`config.mk`:
```
export PLATFORM = sky130hd
export DESIGN_NAME = puf_eval_scheduler
export DESIGN_NICKNAME = d
export VERILOG_FILES = /design/src/rtl/puf_eval_scheduler.sv
export SDC_FILE = /design/constraint.sdc
export NUM_CORES = 1
export LEC_CHECK = 0
export CORE_AREA = 2 2 160 162
export CTS_CLUSTER_SIZE = 8
export DETAILED_ROUTE_END_ITERATION = 12
export DIE_AREA = 0 0 162 164
export PLACE_DENSITY_LB_ADDON = 0.3
export SLEW_MARGIN = 20
export SYNTH_ARGS = -nofsm -noshare
export SYNTH_HDL_FRONTEND = slang
export SYNTH_SLANG_ARGS = --single-unit
```
`constraint.sdc`:
```
create_clock -name clk -period 2.05 [get_ports clk]
set_input_delay 0.41 -clock clk [delete_from_list [all_inputs] [get_ports clk]]
set_output_delay 0.41 -clock clk [all_outputs]
set_load 0.1 [all_outputs]
```
`src/rtl/puf_eval_scheduler.sv`:
```
// puf_eval_scheduler: round-robin PUF request scheduler with repeated evaluation and per-bit majority vote
module puf_eval_scheduler #(
  parameter int CHALLENGE_WIDTH  = 64,
  parameter int PDL_CONFIG_WIDTH = 64,
  parameter int RESPONSE_WIDTH   = 6,
  parameter int NUM_EVALS        = 15,
  parameter int TIMEOUT          = 63
) (
  input  logic                        clk,
  input  logic                        reset,
  input  logic [1:0]                  req_valid,
  input  logic [CHALLENGE_WIDTH-1:0]  req0_challenge,
  input  logic [PDL_CONFIG_WIDTH-1:0] req0_pdl,
  input  logic [CHALLENGE_WIDTH-1:0]  req1_challenge,
  input  logic [PDL_CONFIG_WIDTH-1:0] req1_pdl,
  output logic [1:0]                  req_ack,
  output logic                        puf_trigger,
  output logic [CHALLENGE_WIDTH-1:0]  puf_challenge,
  output logic [PDL_CONFIG_WIDTH-1:0] puf_pdl_config,
  input  logic                        puf_done,
  input  logic [RESPONSE_WIDTH-1:0]   puf_raw_response,
  input  logic                        puf_xor_response,
  output logic                        rsp_valid,
  input  logic                        rsp_ready,
  output logic                        rsp_id,
  output logic [RESPONSE_WIDTH-1:0]   rsp_raw,
  output logic                        rsp_xor,
  output logic                        rsp_timeout
);
  localparam int CW = $clog2(NUM_EVALS + 1);
  localparam int WW = $clog2(TIMEOUT + 1);
  localparam logic [CW-1:0] NE   = CW'(NUM_EVALS);
  localparam logic [CW-1:0] HALF = CW'(NUM_EVALS / 2);
  localparam logic [WW-1:0] TO   = WW'(TIMEOUT);
  typedef enum logic [2:0] {IDLE, LAUNCH, WAIT, GAP, RESP} state_t;
  state_t r_state, w_next;
  logic [1:0]                  r_ack;
  logic [CHALLENGE_WIDTH-1:0]  r_chal;
  logic [PDL_CONFIG_WIDTH-1:0] r_pdl;
  logic                        r_id, r_last, r_to;
  logic [CW-1:0]               r_ones [RESPONSE_WIDTH];
  logic [CW-1:0]               r_xones, r_evals;
  logic [WW-1:0]               r_wait;
  logic                        w_gid, w_grant, w_ok;
  logic [CW-1:0]               w_evals;
  logic [WW-1:0]               w_wait;
  // Both pending: serve the one not served last; otherwise serve whoever asks
  assign w_gid   = (req_valid == 2'b11) ? ~r_last : req_valid[1];
  assign w_grant = (r_state == IDLE) && (|req_valid);
  assign w_evals = r_evals + CW'(1);
  assign w_wait  = r_wait + WW'(1);
  always_ff @(posedge clk)
    if (reset) r_state <= IDLE;
    else r_state <= w_next;
  always_comb begin
    w_next = r_state;
    case (r_state)
      IDLE:    w_next = (|req_valid) ? LAUNCH : IDLE;
      LAUNCH:  w_next = WAIT;
      WAIT:    w_next = puf_done ? ((w_evals == NE) ? RESP : GAP) : ((w_wait == TO) ? RESP : WAIT);
      GAP:     w_next = LAUNCH;
      RESP:    w_next = rsp_ready ? IDLE : RESP;
      default: w_next = IDLE;
    endcase
  end
  always_ff @(posedge clk) begin
    if (reset) begin
      r_ack   <= '0;
      r_chal  <= '0;
      r_pdl   <= '0;
      r_id    <= 1'b0;
      r_last  <= 1'b1;
      r_to    <= 1'b0;
      r_xones <= '0;
      r_evals <= '0;
      r_wait  <= '0;
      for (int i = 0; i < RESPONSE_WIDTH; i++) r_ones[i] <= '0;
    end else begin
      r_ack <= '0;
      if (w_grant) begin
        r_ack   <= w_gid ? 2'b10 : 2'b01;
        r_chal  <= w_gid ? req1_challenge : req0_challenge;
        r_pdl   <= w_gid ? req1_pdl : req0_pdl;
        r_id    <= w_gid;
        r_last  <= w_gid;
        r_to    <= 1'b0;
        r_xones <= '0;
        r_evals <= '0;
        for (int i = 0; i < RESPONSE_WIDTH; i++) r_ones[i] <= '0;
      end
      if (r_state == LAUNCH) r_wait <= '0;
      if (r_state == WAIT) begin
        r_wait <= w_wait;
        if (puf_done) begin
          r_evals <= w_evals;
          r_xones <= r_xones + CW'(puf_xor_response);
          for (int i = 0; i < RESPONSE_WIDTH; i++) r_ones[i] <= r_ones[i] + CW'(puf_raw_response[i]);
        end else if (w_wait == TO) r_to <= 1'b1;
      end
    end
  end
  assign req_ack        = r_ack;
  assign puf_trigger    = (r_state == LAUNCH);
  assign puf_challenge  = r_chal;
  assign puf_pdl_config = r_pdl;
  assign rsp_valid      = (r_state == RESP);
  assign rsp_id         = r_id;
  assign rsp_timeout    = rsp_valid && r_to;
  assign w_ok           = rsp_valid && !r_to;
  assign rsp_xor        = w_ok && (r_xones > HALF);
  always_comb begin
    rsp_raw = '0;
    for (int i = 0; i < RESPONSE_WIDTH; i++) rsp_raw[i] = w_ok && (r_ones[i] > HALF);
  end
endmodule
```
==> flow_metrics.py <==
metrics = {
    "status": {
        "status": "finished, final reports clean",
    },
    "die": {
        "die_h_um": 164,
        "dieArea_mm2": 0.0266,
        "core_area_mm2": 0.0248,
        "row_count": 58,
        "initial_utilization_pct": 33.8,
        "die_w_um": 162,
        "ios": 410,
    },
    "routing": {
        "drc": 0,
        "drtPass1Iterations": 4,
        "vias_per_cell": 4.74,
        "finalWirelength_um": 28400,
        "drtAntennaViolNets": 0,
        "wl_per_cell_um": 18.2,
        "drtIter0Drc": 326,
        "num_vias": 7392,
    },
    "cts": {
        "clock_latency_ns": 0.43,
        "cts_sinks": 174,
        "cts_buffer_depth": 2,
        "htree_levels": 4,
        "cts_tree": "yes",
        "cts_root_buffer": "clkbuf_16",
        "cts_made_buffers": 17,
        "cts.clk_slew.worst_paths_ns": 0.08,
    },
    "global_route": {
        "grt_pass1_wl_um": 41900,
        "grtUsageTotal_pct": 20.6,
        "antenna_found_initial": 2,
        "grt-ovfl-total": 0,
        "grt_pass1_vias": 7142,
        "grt_max_degree": 69,
    },
    "sta": {
        "drv_slew": 0,
        "layout_setup_ws_ns": 0.0554,
        "hold_viol": 0,
        "fin_crit_ns": 1.99,
        "hold_slack_ns": 0.461,
        "tightest_slew_ns": 0.552,
        "fin_crit_sh_pct": 97.3,
        "max_clock_freq_ghz": 0.501,
        "relSlewSlack_pct": 63.2,
        "fin_skew_ns": 0.0139,
        "rsz0062_at_grt": "yes",
        "finalSetupViolCount": 0,
    },
    "cells_and_area": {
        "fin_nets": 1501,
        "final_util_pct": 54.7,
        "nFillCells": 2195,
        "area_growth_pct": 61.8,
        "drive_above_1_share_pct": 25.5,
    },
    "yosys": {
        "synthCells": 804,
        "syn_area_mm2": 0.00839,
        "synth_nets": 1091,
        "avgSynthCellArea_um2": 10.4,
        "yosys-top-cells-area": "dfxtp_1, mux2i_1, a211oi_2, edfxtp_1, nor2_1",
        "synth_area_leader_cell": "dfxtp_1",
        "synth_top_area_share_pct": 35.8,
        "yosysSeqAreaShare_pct": 44.4,
        "ys_types": 48,
        "synth-edff-count": 24,
        "synth.most_common_cell": "dfxtp_1",
        "synth_warnings": 0,
        "synth_common_cells": "dfxtp_1, nor2_1, mux2i_1, a211oi_2, a211oi_1",
        "ys_ff_latch": 174,
        "async_reset_ff_share_pct": 0,
        "ys.flop_type": "dfxtp_1",
    },
    "critical_path": {
        "rrSetupSlack_ns": 0.31,
        "arrival_ns": 1.58,
        "r2r-end": "r_wait[4]$_SDFFE_PP0P_",
        "crit_path_max_fanout": 7,
        "crit_start": "r_state[1]$_SDFF_PP0_",
        "critPathKind": "reg2out",
        "cp.required_ns": 1.64,
        "r2r_start": "r_wait[1]$_SDFFE_PP0P_",
        "cp-start-kind": "flip-flop",
        "end_kind": "output port",
        "r2r_cells": 5,
        "endpoint": "rsp_raw[3]",
    },
    "placement": {
        "io_buffers": 409,
        "dpl.hpwl_um": 22300,
        "gp_congestion": 0.827,
        "post-place-ws_ns": -0.0698,
    },
    "pwr": {
        "p_leak_nw": 5.45,
        "vdd_drop_max_mv": 0.608,
        "p_per_area_mw_per_mm2": 1150,
    },
    "hold_path": {
        "hold_class": "in2reg",
    },
    "flow_run": {
        "maxCapViolations": 0,
    },
}
[report_power, final]
part / switching, mW / leakage, nW / internal, mW / total [mW]
Combinational: 5.66 / 3.67 / 2.29 / 7.94
Clock: 1.52 / 0.269 / 1.60 / 3.13
Sequential: 0.369 / 1.51 / 4.11 / 4.48
Total: 7.55 / 5.45 / 8.00 / 15.6
[repair_timing]
action | in CTS | in global routing
hold buffers | 0 | 0
endpoints found under the setup margin | 9 | 7
setup buffers | 0 | 1
resized for setup | 6 | 6
[state kept, by name (all words and copies together), names as in the netlist]
signal / flops
puf_challenge: 64
puf_pdl_config: 64
r_ones: 24
r_wait: 6
r_evals: 4
r_xones: 4
r_state: 3
req_ack: 2
r_last: 1
r_to: 1
rsp_id: 1
[how the worst min path moves through the flow]
stage / start / end / slack (ns) / depth (start not counted)
CTS: reset / r_evals[1]$_SDFF_PP0_ / 0.44 / 5
floorplan: r_last$_SDFFE_PP1P_ / r_last$_SDFFE_PP1P_ / 0.44 / 2
global placement: rsp_id$_SDFFE_PP0P_ / rsp_id$_SDFFE_PP0P_ / 0.44 / 1
global route: reset / r_ones[5][1]$_SDFFCE_PN0P_ / 0.48 / 3
detailed placement: rsp_id$_SDFFE_PP0P_ / rsp_id$_SDFFE_PP0P_ / 0.45 / 1
finish: reset / r_evals[1]$_SDFF_PP0_ / 0.46 / 5
[layer usage]
| metal | track usage (%) | share of wire (%) | vias to the layer above | wire (um) |
|---|---|---|---|---|
| li1 | - | - | 3737 | - |
| met1 | 25.9 | 42 | 3396 | 11900 |
| met2 | 34.9 | 50 | 239 | 14200 |
| met3 | 6.09 | 6.9 | 20 | 1970 |
| met4 | 4.95 | 1.2 | 0 | 341 |
| met5 | 0 | 0 | - | 0 |
[critical path, cell delays in order (launching register included)]
cell,delay [ns]
dfxtp_4,0.36
nand2b_4,0.15
nor3_4,0.13
buf_6,0.16
and2_2,0.18
buf_12,0.17
[area by class of cell]
cell class	count	area [um2]	share of cell area (%)
Timing Repair Buffer	460	4540	33.4
Multi-Input combinational cell	552	4300	31.7
Sequential cell	174	3730	27.5
Clock buffer	18	429	3.16
Tap cell	330	413	3.04
Clock inverter	14	126	0.931
Inverter	9	33.8	0.249
Antenna cell	3	7.51	0.0553
[through the flow]
step                area (um2)  cells  total power [mW]  TNS [ns]
global route             13600   1559              16.2   -0.0187
CTS                      13500   1556              15.7   -0.0102
finish                   13600   1560              15.6         0
floorplan                 8420    804              10.3    -0.187
detailed placement       13000   1524              12.5    -0.573
global placement         13000   1524              12.4    -0.270
[kinds of logic (layout without fill, tap and decap cells)]
kind of cell	after synthesis	in the layout	synth area share [%]
simple gates	220	220	11.7
flops	174	174	44.4
compound gates	168	168	18.9
mux	130	130	15.5
buf+inv	78	501	5.16
fa+ha+maj	18	18	2.68
xor+xnor	16	16	1.67
other cells	0	3	0
[layout by cell type (no fill, tap or decap), types with 14 or more instances in the layout]
master and n:
a211oi_2 70, clkbuf_16 17, and2_1 14, mux2i_1 130, edfxtp_1 24, dfxtp_1 147, nor2_1 147, buf_4 158
ha_1 18, buf_12 33, clkdlybuf4s50_1 267, a211oi_1 60
(Power assumes the default switching activity.)
